`src/rtl/multicycle_ctrl_pkg.sv`:
```
// Shared definitions for the multicycle controller: scalar typedefs, opcode
// constants, ALU operation classes and the FSM state encoding.
// Optional feature macro used by this slice: MCTRL_PERF_CNT_EN.
package multicycle_ctrl_pkg;

  typedef logic       u1;
  typedef logic [1:0] u2;
  typedef logic [2:0] u3;
  typedef logic [5:0] u6;

  localparam u6 OP_RTYPE = 6'b000000;
  localparam u6 OP_LW    = 6'b100011;
  localparam u6 OP_SW    = 6'b101011;
  localparam u6 OP_BEQ   = 6'b000100;
  localparam u6 OP_ADDI  = 6'b001000;
  localparam u6 OP_J     = 6'b000010;

  localparam u3 ALUOP_ADD   = 3'b000;
  localparam u3 ALUOP_SUB   = 3'b001;
  localparam u3 ALUOP_FUNCT = 3'b010;

  typedef enum logic [3:0] {
    StFetch    = 4'd0,
    StDecode   = 4'd1,
    StMemAdr   = 4'd2,
    StMemRd    = 4'd3,
    StMemWb    = 4'd4,
    StMemWr    = 4'd5,
    StExecute  = 4'd6,
    StAluWb    = 4'd7,
    StBranch   = 4'd8,
    StAddiExec = 4'd9,
    StAddiWb   = 4'd10,
    StJump     = 4'd11
  } state_t;

endpackage

```
`src/rtl/multicycle_ctrl_if.sv`:
```
// Controller <-> datapath bundle.
//   master: controller side (drives control strobes, illegal, state; reads op, mem_ready)
//   slave : datapath side (drives op, mem_ready; reads everything else)
interface multicycle_ctrl_if;
  import multicycle_ctrl_pkg::*;

  u6          op;
  u1          mem_ready;
  u1          pcwrite;
  u1          branch;
  u1          iord;
  u1          memwrite;
  u1          irwrite;
  u1          regdst;
  u1          memtoreg;
  u1          regwrite;
  u1          alusrca;
  u2          alusrcb;
  u2          pcsrc;
  u3          aluop;
  u1          illegal;
  logic [3:0] state;

  modport master (
    input  op, mem_ready,
    output pcwrite, branch, iord, memwrite, irwrite, regdst, memtoreg, regwrite,
    output alusrca, alusrcb, pcsrc, aluop, illegal, state
  );

  modport slave (
    output op, mem_ready,
    input  pcwrite, branch, iord, memwrite, irwrite, regdst, memtoreg, regwrite,
    input  alusrca, alusrcb, pcsrc, aluop, illegal, state
  );

endinterface

```
`src/rtl/mctrl_outdec.sv`:
```
// Moore output decoder for the multicycle controller. Pure combinational.
// Inputs : state, mem_ready (mem_ready only gates the FETCH strobes)
// Outputs: all datapath control strobes/selects except illegal.
module mctrl_outdec
  import multicycle_ctrl_pkg::*;
(
  input  state_t state,
  input  u1      mem_ready,
  output u1      pcwrite,
  output u1      branch,
  output u1      iord,
  output u1      memwrite,
  output u1      irwrite,
  output u1      regdst,
  output u1      memtoreg,
  output u1      regwrite,
  output u1      alusrca,
  output u2      alusrcb,
  output u2      pcsrc,
  output u3      aluop
);

  always_comb begin
    pcwrite  = 1'b0;
    branch   = 1'b0;
    iord     = 1'b0;
    memwrite = 1'b0;
    irwrite  = 1'b0;
    regdst   = 1'b0;
    memtoreg = 1'b0;
    regwrite = 1'b0;
    alusrca  = 1'b0;
    alusrcb  = 2'b00;
    pcsrc    = 2'b00;
    aluop    = ALUOP_ADD;
    case (state)
      StFetch: begin
        // PC+4 and IR load only commit on the cycle the fetch completes
        alusrcb = 2'b01;
        irwrite = mem_ready;
        pcwrite = mem_ready;
      end
      StDecode: alusrcb = 2'b11;
      StMemAdr, StAddiExec: begin
        alusrca = 1'b1;
        alusrcb = 2'b10;
      end
      StMemRd: iord = 1'b1;
      StMemWr: begin
        iord     = 1'b1;
        memwrite = 1'b1;
      end
      StMemWb: begin
        memtoreg = 1'b1;
        regwrite = 1'b1;
      end
      StExecute: begin
        alusrca = 1'b1;
        aluop   = ALUOP_FUNCT;
      end
      StAluWb: begin
        regdst   = 1'b1;
        regwrite = 1'b1;
      end
      StBranch: begin
        alusrca = 1'b1;
        aluop   = ALUOP_SUB;
        pcsrc   = 2'b01;
        branch  = 1'b1;
      end
      StAddiWb: regwrite = 1'b1;
      StJump: begin
        pcsrc   = 2'b10;
        pcwrite = 1'b1;
      end
      default: ;
    endcase
  end

endmodule

```
`src/rtl/multicycle_ctrl.sv`:
```
// Multicycle MIPS-style control FSM: state register, next-state logic and the
// illegal-opcode pulse; output decode lives in mctrl_outdec.
// Ports: clk, reset (async, active-high), bus (multicycle_ctrl_if.master).
// Macro MCTRL_PERF_CNT_EN adds cycle_cnt / instret_cnt performance counters.
module multicycle_ctrl
  import multicycle_ctrl_pkg::*;
(
  input  logic                    clk,
  input  logic                    reset,
  multicycle_ctrl_if.master       bus
`ifdef MCTRL_PERF_CNT_EN
  ,
  output logic [31:0]             cycle_cnt,
  output logic [31:0]             instret_cnt
`endif
);

  state_t state_q, state_d;
  u1      illegal;

  always_ff @(posedge clk or posedge reset) begin
    if (reset) begin
      state_q <= StFetch;
    end else begin
      state_q <= state_d;
    end
  end

  always_comb begin
    state_d = state_q;
    illegal = 1'b0;
    case (state_q)
      StFetch:  if (bus.mem_ready) state_d = StDecode;
      StDecode: begin
        case (bus.op)
          OP_LW, OP_SW: state_d = StMemAdr;
          OP_RTYPE:     state_d = StExecute;
          OP_BEQ:       state_d = StBranch;
          OP_ADDI:      state_d = StAddiExec;
          OP_J:         state_d = StJump;
          default: begin
            state_d = StFetch;
            illegal = 1'b1;
          end
        endcase
      end
      StMemAdr:   state_d = (bus.op == OP_SW) ? StMemWr : StMemRd;
      StMemRd:    if (bus.mem_ready) state_d = StMemWb;
      StMemWr:    if (bus.mem_ready) state_d = StFetch;
      StExecute:  state_d = StAluWb;
      StAddiExec: state_d = StAddiWb;
      // Write-back, branch and jump states all retire back to fetch; so do
      // the unused encodings 12-15.
      default:    state_d = StFetch;
    endcase
  end

  assign bus.illegal = illegal;
  assign bus.state   = state_q;

  mctrl_outdec u_outdec (
    .state     (state_q),
    .mem_ready (bus.mem_ready),
    .pcwrite   (bus.pcwrite),
    .branch    (bus.branch),
    .iord      (bus.iord),
    .memwrite  (bus.memwrite),
    .irwrite   (bus.irwrite),
    .regdst    (bus.regdst),
    .memtoreg  (bus.memtoreg),
    .regwrite  (bus.regwrite),
    .alusrca   (bus.alusrca),
    .alusrcb   (bus.alusrcb),
    .pcsrc     (bus.pcsrc),
    .aluop     (bus.aluop)
  );

`ifdef MCTRL_PERF_CNT_EN
  logic [31:0] cycle_q, instret_q;
  u1           retire;

  // An instruction retires when it returns to FETCH from an execution state;
  // fetch stalls and illegal-opcode aborts from DECODE do not count.
  assign retire = (state_d == StFetch) && (state_q != StFetch) && (state_q != StDecode);

  always_ff @(posedge clk or posedge reset) begin
    if (reset) begin
      cycle_q   <= 32'd0;
      instret_q <= 32'd0;
    end else begin
      cycle_q <= cycle_q + 32'd1;
      if (retire) instret_q <= instret_q + 32'd1;
    end
  end

  assign cycle_cnt   = cycle_q;
  assign instret_cnt = instret_q;
`endif

endmodule

```
`src/flat_wrapper.sv`:
```
// flat-port wrapper written by rule: the top's interface ports become plain ports
module multicycle_ctrl_flat import multicycle_ctrl_pkg::*;
  (clk, reset, bus_op, bus_mem_ready, bus_pcwrite, bus_branch, bus_iord, bus_memwrite, bus_irwrite, bus_regdst, bus_memtoreg, bus_regwrite, bus_alusrca, bus_alusrcb, bus_pcsrc, bus_aluop, bus_illegal, bus_state);
  multicycle_ctrl_if bus_i ();
  input  logic clk;
  input  logic reset;
  input wire logic [$bits(bus_i.op)-1:0] bus_op;
  input wire logic [$bits(bus_i.mem_ready)-1:0] bus_mem_ready;
  output wire logic [$bits(bus_i.pcwrite)-1:0] bus_pcwrite;
  output wire logic [$bits(bus_i.branch)-1:0] bus_branch;
  output wire logic [$bits(bus_i.iord)-1:0] bus_iord;
  output wire logic [$bits(bus_i.memwrite)-1:0] bus_memwrite;
  output wire logic [$bits(bus_i.irwrite)-1:0] bus_irwrite;
  output wire logic [$bits(bus_i.regdst)-1:0] bus_regdst;
  output wire logic [$bits(bus_i.memtoreg)-1:0] bus_memtoreg;
  output wire logic [$bits(bus_i.regwrite)-1:0] bus_regwrite;
  output wire logic [$bits(bus_i.alusrca)-1:0] bus_alusrca;
  output wire logic [$bits(bus_i.alusrcb)-1:0] bus_alusrcb;
  output wire logic [$bits(bus_i.pcsrc)-1:0] bus_pcsrc;
  output wire logic [$bits(bus_i.aluop)-1:0] bus_aluop;
  output wire logic [$bits(bus_i.illegal)-1:0] bus_illegal;
  output wire logic [$bits(bus_i.state)-1:0] bus_state;
  assign bus_i.op = bus_op;
  assign bus_i.mem_ready = bus_mem_ready;
  assign bus_pcwrite = bus_i.pcwrite;
  assign bus_branch = bus_i.branch;
  assign bus_iord = bus_i.iord;
  assign bus_memwrite = bus_i.memwrite;
  assign bus_irwrite = bus_i.irwrite;
  assign bus_regdst = bus_i.regdst;
  assign bus_memtoreg = bus_i.memtoreg;
  assign bus_regwrite = bus_i.regwrite;
  assign bus_alusrca = bus_i.alusrca;
  assign bus_alusrcb = bus_i.alusrcb;
  assign bus_pcsrc = bus_i.pcsrc;
  assign bus_aluop = bus_i.aluop;
  assign bus_illegal = bus_i.illegal;
  assign bus_state = bus_i.state;
  multicycle_ctrl u_core (.clk(clk), .reset(reset), .bus(bus_i));
endmodule
```
`config.mk`:
```
export PLATFORM = sky130hd
export DESIGN_NAME = multicycle_ctrl_flat
export DESIGN_NICKNAME = d
export VERILOG_FILES = /design/src/rtl/multicycle_ctrl_pkg.sv /design/src/rtl/multicycle_ctrl_if.sv /design/src/rtl/mctrl_outdec.sv /design/src/rtl/multicycle_ctrl.sv /design/src/flat_wrapper.sv
export SDC_FILE = /design/constraint.sdc
export NUM_CORES = 1
export LEC_CHECK = 0
export CAP_MARGIN = 0
export CORE_MARGIN = 5
export CORE_UTILIZATION = 40
export DETAILED_ROUTE_END_ITERATION = 7
export PLACE_DENSITY = 0.81
export REMOVE_ABC_BUFFERS = 1
export SETUP_SLACK_MARGIN = 0.4
export SLEW_MARGIN = 25
export SYNTH_ARGS = -nofsm -noshare
export SYNTH_HDL_FRONTEND = slang
export SYNTH_SLANG_ARGS = --single-unit
```
`constraint.sdc`:
```
create_clock -name clk -period 3.4 [get_ports clk]
set_input_delay 0.68 -clock clk [delete_from_list [all_inputs] [get_ports clk]]
set_output_delay 0.68 -clock clk [all_outputs]
set_load 0.02 [all_outputs]
```
==> metrics.log, run 1 <==
INFO  metric critical_path.startpoint_type = primary input
INFO  metric synth_compound_gate_area_share = between 20% and 30%
INFO  metric worst_slew_margin_rel = 65.9%
INFO  metric detailedRoute.firstPassIterationCount = 4
INFO  metric grt.total_usage = 16.5%
INFO  metric final.setup.tns = 0 ns
INFO  metric synthArstFlopShare = 100%
INFO  metric grt_pass1_vias = 545
INFO  metric synth_area_leaders = sky130_fd_sc_hd__dfrtp_1 (19%), sky130_fd_sc_hd__nor2_1 (6.4%), sky130_fd_sc_hd__nor3_1 (5.7%)
INFO  metric post_synth_xor_area_fraction = between 4 and 5%
INFO  metric run_status = finished, final reports clean
INFO  metric detail_route.drc_violations = 0
INFO  metric synth_top_cells_by_count = sky130_fd_sc_hd__nor2_1 (9), sky130_fd_sc_hd__nand2_1 (6), sky130_fd_sc_hd__nor3_1 (6)
INFO  metric post_synth_num_cell_types = 37
INFO  metric synth_top_family_by_area = simple AND/OR/NAND/NOR gates
INFO  metric yosysTopAreaCell = sky130_fd_sc_hd__dfrtp_1
INFO  metric synthSimpleGateAreaFrac = a little over a third
INFO  metric clock-root-buffer = sky130_fd_sc_hd__clkbuf_4
INFO  metric htreeDepth = 1
INFO  metric antenna_found_initial = 0
INFO  metric class_of_the_most_critical_hold_timing_path = primary input to async pin
INFO  metric power_density = 826 nW/µm²
INFO  metric worstPathMaxFanout = 7
INFO  metric post_synth_fa_ha_maj_area_fraction = 0%
INFO  metric drt-total-wl = 1.47 mm
INFO  metric drive_gt1_share = 8.16%
INFO  metric cellLeakagePower = between 0.3 and 0.4 nW
INFO  metric vias_per_std_cell = 5.45
INFO  metric setup.worst_path.class = primary input to primary output
INFO  metric floorplan.initialDensity = 41.6%
INFO  metric io_buffer_count = 28
INFO  metric final_period_minus_worst_setup_slack = 2.82 ns
INFO  metric layout.cells.non_filler = 113
INFO  metric wl_met1 = 603 µm
INFO  metric fin_worst_skew = 0.00450 ns
INFO  metric worst_setup_path_end_kind = primary output
INFO  metric final_net_count = between 100 and 150
INFO  metric pin_count_of_the_biggest_net_entering_global_routing = 18
INFO  metric ir_drop_worst_case_vdd = 0.373 mV
INFO  metric met2_wirelength = 669 µm
INFO  metric synth_sequential_area_ratio = 19.0%
INFO  metric cts-root-to-sink-buffers = 2
INFO  metric num_rows = 13
INFO  metric wl_met3 = ~150 µm
INFO  metric ys.flop_type = sky130_fd_sc_hd__dfrtp_1
INFO  metric cts_made_buffers = 3
INFO  metric die_y = 46.3 µm
INFO  metric timing.final.crit_share = ~83%
INFO  metric yosysWarningCount = 0
INFO  metric cp.required = 2.72 ns
INFO  metric cts_post_setup_buffers_inserted = 0
INFO  metric drv.max_cap_violation_count = 0
INFO  metric dp_hpwl = 1.14 mm
INFO  metric area.growth.synth_to_final = 51.9%
INFO  metric dieWidth = 46.3 µm
INFO  metric pin_count = 30
INFO  metric cell_area_synth = about 530 µm²
INFO  metric die_footprint = 2150 µm²
INFO  metric maxUsedRoutingLayer = met4
INFO  metric drt.antenna.violating_nets = 0
INFO  metric latest_clock_arrival_within_the_worst_skew_pair = 0.24 ns
INFO  metric core_region_area = 1270 µm²
INFO  metric synth_edf_count = 0
INFO  metric gp_congestion = 0.749
INFO  metric syn_inst = 75
INFO  metric hold_viol_final = 0
INFO  metric grt_first_pass_wirelength = 2.48 mm
INFO  metric finalSetupViolCount = 0
INFO  metric max_freq = roughly 350 MHz
INFO  metric via_count = roughly 600
INFO  metric clkSinkCount = 4
INFO  metric synth.mux.area_fraction = 4.03%
INFO  metric post_drt_wl_per_cell = 13.0 µm
INFO  metric synth_top_cell_area_share = 19.0%
INFO  metric worstMarginPinSlew = 0.512 ns
INFO  metric detail_route.iter0.violations = 18
INFO  metric drv_slew = 0
INFO  metric antenna_diode_count = 0
INFO  metric synth-seq-cells = 4
INFO  metric timing.critical_path.arrival = roughly 2.1 ns
INFO  metric ctsHoldBuffers = 0
INFO  metric syn_avg_cell_area = 7.04 µm²
INFO  metric largest_reg_flops = 4
INFO  metric cts_tree = built
INFO  metric placedCellCount = 110
INFO  metric global_route.overflow_total = 0
INFO  metric worst-r2r-cell-count = 3
INFO  metric most_frequent_cell_after_synthesis = sky130_fd_sc_hd__nor2_1
INFO  metric clk_pin_slew_worst_paths = 0.04 ns
INFO  metric unrepaired_setup_endpoints_after_global_routing = no
-- cell usage in the layout (no fill, tap or decap), drive strengths merged, types with 2 or more instances in the layout --
master	netlist	routed
nand2b	2	2
nand3b	2	2
o21ai	4	4
and3	2	2
a21oi	3	3
dfrtp	4	4
o211ai	2	2
nor3b	2	2
nor3	6	6
nor2	9	9
nand2	6	6
clkbuf	1	3
clkdlybuf4s50	0	27
nand3	3	3
xor2	2	2
inv	2	2
-- cell type report --
| type | count | area [µm²] |
|---|---|---|
| clock buffers | 3 | 22.5 |
| fillers | 127 | 467 |
| well taps | 15 | 18.8 |
| flip-flops and latches | 4 | 100 |
| inverters | 2 | 7.51 |
| multi-input cells | 61 | 374 |
| repair buffers | 28 | 279 |
-- critical path, cell delays in order --
cell and delay [ns]:
sky130_fd_sc_hd__clkdlybuf4s50_1 0.58, sky130_fd_sc_hd__nand3_1 0.11, sky130_fd_sc_hd__a21oi_1 0.15, sky130_fd_sc_hd__clkdlybuf4s50_1 0.62
-- stage by stage --
| stage | power, mW | hold slack (ns) | util (%) | cell area [µm²] | setup slack, ns |
|---|---|---|---|---|---|
| after floorplan | 0.398 | 0.446 | - | 482 | 1.04 |
| after global placement | 0.607 | 0.733 | 61.5 | 781 | 0.407 |
| after detailed placement | 0.613 | 0.731 | 61.5 | 781 | 0.381 |
| after CTS | 0.669 | 0.630 | 63.2 | 802 | 0.600 |
| after global routing | 0.719 | 0.653 | 63.2 | 802 | 0.453 |
| final | 0.662 | 0.632 | 63.2 | 802 | 0.580 |
-- metal layers --
layer / GRT usage (%) / up-vias
li1: - / 316
met1: 18.6 / 268
met2: 25.5 / 27
met3: 4.30 / 5
met4: 13.6 / 0
met5: 0 / -
-- logic make-up after synthesis --
group	count (synthesis)
simple gates	37
compound gates	18
buf+inv	10
flops	4
xor+xnor	3
mux	2
other cells	1
-- power breakdown --
group          total, mW  switching (mW)  leakage (nW)  internal [mW]
logic              0.468           0.236         0.238          0.232
clock network     0.0587          0.0193        0.0138         0.0394
registers          0.136          0.0715        0.0530         0.0645
-- timing repair --
item | in CTS | in global routing
endpoints found under the hold margin | 0 | 0
resized for setup | 1 | 0
endpoints found under the setup margin | 1 | 0
-- final timing paths --
kind | end | startpoint | slack [ns]
max | bus_pcwrite | bus_mem_ready | 0.58
min | u_core.bus.state[0] | reset | 0.63
max reg2reg | u_core.bus.state[0] | u_core.bus.state[2] | 1.98
min reg2reg | u_core.bus.state[2] | u_core.bus.state[3] | 0.74
max in group asynchronous | u_core.bus.state[3] | reset | 2.61
min in group clk | u_core.bus.state[2] | u_core.bus.state[3] | 0.74
(Power assumes the default switching activity.)
==> run 2, diff against run 1 <==
- CORE_UTILIZATION: 40 -> 37
- PLACE_DENSITY: 0.81 -> 0.76
- clock period: 3.4 -> 2.7 ns (I/O delays scaled with it)
==> metrics.log, run 2 (synthesis results as in run 1) <==
INFO  metric run_status = finished, final reports clean
INFO  metric final_net_count = 127
INFO  metric drt.antenna.violating_nets = 0
INFO  metric largest_reg_flops = 4
INFO  metric class_of_the_most_critical_hold_timing_path = primary input to async pin
INFO  metric clk_pin_slew_worst_paths = around 0.04 ns
INFO  metric io_buffer_count = 28
INFO  metric detail_route.iter0.violations = 12
INFO  metric fillerInstances = 111
INFO  metric max_freq = 435 MHz
INFO  metric ctsHoldBuffers = 0
INFO  metric core_region_area = roughly 1300 µm²
INFO  metric setup.worst_path.class = primary input to primary output
INFO  metric timing.critical_path.arrival = 1.76 ns
INFO  metric detail_route.drc_violations = 0
INFO  metric area.growth.synth_to_final = 78.0%
INFO  metric drv_slew = 0
INFO  metric pin_count_of_the_biggest_net_entering_global_routing = 18
INFO  metric cts_tree = built
INFO  metric global_route.overflow_total = 0
INFO  metric drt-total-wl = 1.68 mm
INFO  metric drv.max_cap_violation_count = 0
INFO  metric timing.critical_path.buf_inv = 2
INFO  metric gp_congestion = 0.790
INFO  metric hold_viol_final = 0
INFO  metric dp_hpwl = about 1.2 mm
INFO  metric cts_made_buffers = 3
INFO  metric max_stage_delay_cell_worst_path = sky130_fd_sc_hd__clkdlybuf4s50_1
INFO  metric final_cell_area = 940 µm²
INFO  metric power_density = approximately 970 nW/µm²
INFO  metric final_period_minus_worst_setup_slack = 2.30 ns
INFO  metric antenna_diode_count = 0
INFO  metric fin_worst_skew = 0.00434 ns
INFO  metric pin_count = 30
INFO  metric layout.cells.most_common_list = sky130_fd_sc_hd__buf_4 (18), sky130_fd_sc_hd__clkdlybuf4s50_1 (15), sky130_fd_sc_hd__dlygate4sd2_1 (11), sky130_fd_sc_hd__nor2_1 (8), sky130_fd_sc_hd__nand2_1 (6)
INFO  metric cts-root-to-sink-buffers = 2
INFO  metric regArea = 105 µm²
INFO  metric finalSetupViolCount = 0
INFO  metric unrepaired_setup_endpoints_after_global_routing = yes
INFO  metric drive_gt1_share = approximately 29%
INFO  metric detailedRoute.firstPassIterationCount = 4
INFO  metric placement.cell_area = 841 µm²
INFO  metric cp.required = 2.16 ns
INFO  metric layout_commonest_cell = sky130_fd_sc_hd__buf_4
INFO  metric worst_setup_path_end_kind = primary output
INFO  metric antenna_found_initial = 0
INFO  metric kind_of_cell_adding_the_most_delay_to_the_critical_path = buffers and inverters
INFO  metric cellLeakagePower = 0.449 nW
INFO  metric num_rows = 13
INFO  metric htreeDepth = 1
INFO  metric path_cells = clkdlybuf4s50_1 -> and3_1 -> o21ai_0 -> and4b_1 -> clkbuf_2
INFO  metric worstPathMaxFanout = 4
INFO  metric clock-root-buffer = sky130_fd_sc_hd__clkbuf_4
INFO  metric grt_first_pass_wirelength = 2.45 mm
INFO  metric dieWidth = about 48 µm
INFO  metric via_count = 703
INFO  metric ir_drop_worst_case_vdd = 0.482 mV
INFO  metric slowest_delay = 0.47 ns
INFO  metric clkSinkCount = 4
INFO  metric multi_input_area = 387 µm²
INFO  metric timing.final.crit_share = between 80 and 90%
INFO  metric die_footprint = 2280 µm²
INFO  metric fin_hold_ws = 0.496 ns
INFO  metric latest_clock_arrival_within_the_worst_skew_pair = 0.23 ns
INFO  metric grt.total_usage = 14.9%
INFO  metric grt_pass1_vias = 597
INFO  metric critical_path.startpoint_type = primary input
INFO  metric die_y = around 48 µm
INFO  metric floorplan.initialDensity = 40.1%
INFO  metric vias_per_std_cell = 5.37
INFO  metric post_drt_wl_per_cell = 12.8 µm
-- run 2: cell count changes in the layout (fill, tap and decap cells not counted), sizes merged --
cell / change
buf: +18
dlygate4sd2: +10
clkbuf: +1
dlymetal6s2s: +1
clkdlybuf4s50: -12
-- run 2: layout make-up --
class	instances	share of cell area, %
clock buffer	3	2.40
inverter	2	0.799
multi-input combinational	61	41.1
sequential	4	11.2
tap	15	2.00
timing repair buffer	46	42.5
-- run 2: timing repair --
action                                  4_1_cts  5_1_grt
pin swaps                                     1        0
resized for setup                            19        3
cloned                                        0        0
hold endpoints to repair                      0        0
setup buffers                                 1        9
endpoints found under the setup margin       14        5
-- run 2: worst reg2reg max path, cell delays in order, from the launching register on --
cell                      delay, ns
sky130_fd_sc_hd__dfrtp_2       0.46
sky130_fd_sc_hd__buf_4         0.16
sky130_fd_sc_hd__nor3b_1       0.24
sky130_fd_sc_hd__buf_4         0.17
sky130_fd_sc_hd__nand3_1       0.07
sky130_fd_sc_hd__a21oi_1       0.16
-- run 2: per-stage QoR --
stage	total power, mW	setup TNS, ns	cells	setup WS (ns)	utilization [%]
after floorplan	0.501	0	67	0.484	-
after global placement	0.799	0	118	0.0415	63.8
after detailed placement	0.805	-0.0200	118	-0.0200	63.8
after CTS	0.848	0	122	0.288	66.0
after global routing	0.980	0	131	0.323	71.3
final	0.911	0	131	0.403	71.3
-- run 2: report_power, final --
| part | switching [mW] | internal, mW |
|---|---|---|
| logic | 0.350 | 0.334 |
| registers | 0.0683 | 0.0868 |
| clock network | 0.0223 | 0.0495 |
-- run 2: worst paths after layout --
| path | cells after the start | slack [ns] | endpoint | startpoint |
|---|---|---|---|---|
| max in group asynchronous | 2 | 2.04 | u_core.bus.state[0] | reset |
| setup reg to reg | 5 | 1.36 | u_core.bus.state[0] | u_core.bus.state[1] |
| hold / removal | 2 | 0.50 | u_core.bus.state[3] | reset |
| hold reg to reg | 2 | 0.67 | u_core.bus.state[2] | u_core.bus.state[1] |
| setup / recovery | 5 | 0.40 | bus_illegal | bus_op[5] |
| min in group clk | 2 | 0.67 | u_core.bus.state[2] | u_core.bus.state[1] |
-- run 2: metal layers --
| layer | wire [µm] | GRT usage (%) |
|---|---|---|
| met5 | 0 | 0 |
| met1 | 663 | 16.8 |
| met4 | 27 | 6.45 |
| met3 | 152 | 2.63 |
| met2 | 834 | 27.2 |
==> run 3, diff against run 2 <==
- PLACE_DENSITY: 0.76 -> 0.75
- SYNTH_HIERARCHICAL: not set -> 1
==> metrics.log, run 3 <==
INFO  metric timing.final.crit_share = 84.6%
INFO  metric drive_gt1_share = 26.1%
INFO  metric syn_inst = 77
INFO  metric cp.required = 2.16 ns
INFO  metric finalSetupViolCount = 0
INFO  metric layout_commonest_cell = sky130_fd_sc_hd__buf_4
INFO  metric synthArstFlopShare = 100%
INFO  metric area.growth.synth_to_final = 78.1%
INFO  metric post_synth_num_cell_types = 35
INFO  metric worstPathMaxFanout = 4
INFO  metric final.setup.tns = 0 ns
INFO  metric detailedRoute.firstPassIterationCount = 4
INFO  metric cell_area_synth = 542 µm²
INFO  metric timing.critical_path.arrival = 1.75 ns
INFO  metric clk_pin_slew_worst_paths = 0.04 ns
INFO  metric cts_made_buffers = 3
INFO  metric synth_sequential_area_ratio = between 15 and 20%
INFO  metric yosysTopAreaCell = sky130_fd_sc_hd__dfrtp_1
INFO  metric final_period_minus_worst_setup_slack = about 2.3 ns
INFO  metric layout.cells.non_filler = 130
INFO  metric hold_viol_final = 0
INFO  metric max_freq = roughly 440 MHz
INFO  metric unrepaired_setup_endpoints_after_global_routing = yes
INFO  metric latest_clock_arrival_within_the_worst_skew_pair = 0.23 ns
INFO  metric die_y = 48.3 µm
INFO  metric drt.antenna.violating_nets = 0
INFO  metric detail_route.iter0.violations = 12
INFO  metric global_route.overflow_total = 0
INFO  metric io_buffer_count = 28
INFO  metric synth_edf_count = 0
INFO  metric drt-total-wl = 1.65 mm
INFO  metric cts_tree = built
INFO  metric most_frequent_cell_after_synthesis = sky130_fd_sc_hd__nor2_1
INFO  metric post_drt_wl_per_cell = 12.7 µm
INFO  metric synth-seq-cells = 4
INFO  metric grt.total_usage = about 14%
INFO  metric detail_route.drc_violations = 0
INFO  metric yosysWarningCount = 6
INFO  metric clkSinkCount = 4
INFO  metric grt_pass1_vias = 579
INFO  metric drv_slew = 0
INFO  metric drv.max_cap_violation_count = 0
INFO  metric class_of_the_most_critical_hold_timing_path = primary input to async pin
INFO  metric syn_avg_cell_area = 7.04 µm²
INFO  metric run_status = finished, final reports clean
INFO  metric cellLeakagePower = 0.504 nW
INFO  metric synth_top_cells_by_count = sky130_fd_sc_hd__nor2_1 (10), sky130_fd_sc_hd__nor3_1 (8), sky130_fd_sc_hd__nand2b_1 (6)
INFO  metric via_count = 710
INFO  metric dp_hpwl = 1.29 mm
INFO  metric worst_setup_path_end_kind = primary output
INFO  metric fin_hold_ws = 0.492 ns
INFO  metric slowest_delay = 0.57 ns
INFO  metric pin_count = 30
INFO  metric cts_post_setup_buffers_inserted = 0
INFO  metric synth_area_leaders = sky130_fd_sc_hd__dfrtp_1 (18%), sky130_fd_sc_hd__nor3_1 (7.4%), sky130_fd_sc_hd__nand2b_1 (6.9%)
INFO  metric htreeDepth = 1
INFO  metric pin_count_of_the_biggest_net_entering_global_routing = 13
INFO  metric ys.flop_type = sky130_fd_sc_hd__dfrtp_1
INFO  metric final_cell_area = 965 µm²
INFO  metric antenna_diode_count = 0
INFO  metric setup.worst_path.class = primary input to primary output
INFO  metric vias_per_std_cell = between 5 and 6
INFO  metric path_cells = clkdlybuf4s50_1 -> and3_4 -> o21ai_0 -> and3_1 -> buf_4
INFO  metric max_stage_delay_cell_worst_path = sky130_fd_sc_hd__clkdlybuf4s50_1
INFO  metric grt_first_pass_wirelength = 2.44 mm
INFO  metric synth_top_cell_area_share = 18.5%
INFO  metric worst-r2r-cell-count = 4
INFO  metric fin_worst_skew = 0.000807 ns
INFO  metric layout.cells.most_common_list = sky130_fd_sc_hd__buf_4 (16), sky130_fd_sc_hd__clkdlybuf4s50_1 (11), sky130_fd_sc_hd__nor2_1 (10), sky130_fd_sc_hd__dlymetal6s2s_1 (8)
INFO  metric core_region_area = 1350 µm²
INFO  metric critical_path.startpoint_type = primary input
INFO  metric gp_congestion = 0.801
INFO  metric power_density = 893 nW/µm²
INFO  metric final_net_count = around 130
INFO  metric die_footprint = 2330 µm²
INFO  metric num_rows = 13
INFO  metric cts-root-to-sink-buffers = 2
INFO  metric placement.cell_area = 908 µm²
INFO  metric placedCellCount = 127
INFO  metric largest_reg_flops = 4
INFO  metric clock-root-buffer = sky130_fd_sc_hd__clkbuf_4
INFO  metric ir_drop_worst_case_vdd = 0.447 mV
INFO  metric dieWidth = 48.3 µm
INFO  metric floorplan.initialDensity = 40.1%
INFO  metric antenna_found_initial = 0
-- run 3: final cells by class --
type                            instances  area, µm²
Tap cell                               15       18.8
Sequential cell                         4        103
Multi-Input combinational cell         64        422
Fill cell                             127        385
Timing Repair Buffer                   42        392
Inverter                                2       7.51
Clock buffer                            3       22.5
-- run 3: report_power, final --
group          total [mW]  leakage [nW]  internal [mW]  switching (mW)
clock network      0.0711        0.0138         0.0495          0.0216
registers           0.126        0.0504         0.0829          0.0432
logic               0.664         0.440          0.305           0.359
-- run 3: worst paths after layout --
path	end	slack, ns	startpoint
max in group asynchronous	u_core/bus.state[0]	2.05	reset
hold / removal	u_core/bus.state[2]	0.49	reset
hold reg to reg	u_core/bus.state[3]	0.67	u_core/bus.state[1]
setup reg to reg	u_core/bus.state[1]	1.32	u_core/bus.state[2]
min in group clk	u_core/bus.state[3]	0.67	u_core/bus.state[1]
setup / recovery	bus_illegal	0.41	bus_op[0]
-- run 3: metrics by stage --
stage / util, % / power, mW / worst slack [ns]
final: 71.5 / 0.861 / 0.415
after floorplan: - / 0.494 / 0.338
after global placement: 67.3 / 0.793 / -0.0817
after detailed placement: 67.3 / 0.807 / -0.160
after CTS: 68.1 / 0.848 / 0.172
after global routing: 71.5 / 0.931 / 0.360
-- run 3: repair_timing --
action,CTS,global route
pin swaps,0,4
endpoints found under the setup margin,9,6
endpoints found under the hold margin,0,0
gates resized for setup,15,17
hold buffers,0,0
-- run 3: logic make-up after synthesis --
kind of cell	Yosys count	synth area share [%]
mux	1	1.85
compound gates	18	21.7
simple gates	39	40.9
other cells	1	0.692
xor+xnor	5	8.08
buf+inv	9	8.31
flops	4	18.5
-- run 3: worst max-delay path: cells and delay by family --
kind | cells | cell delay (ns)
simple gates | 2 | 0.40
buf+inv | 2 | 0.72
compound gates | 1 | 0.08
-- run 3: routing by layer --
layer | up-vias | share of wire (%) | wire length, µm | GRT usage [%]
li1 | 352 | - | - | -
met1 | 324 | 37 | 604 | 14.8
met2 | 32 | 53 | 871 | 29.4
met3 | 2 | 9.2 | 151 | 1.11
met4 | 0 | 1.3 | 22 | 3.23
met5 | - | 0 | 0 | 0
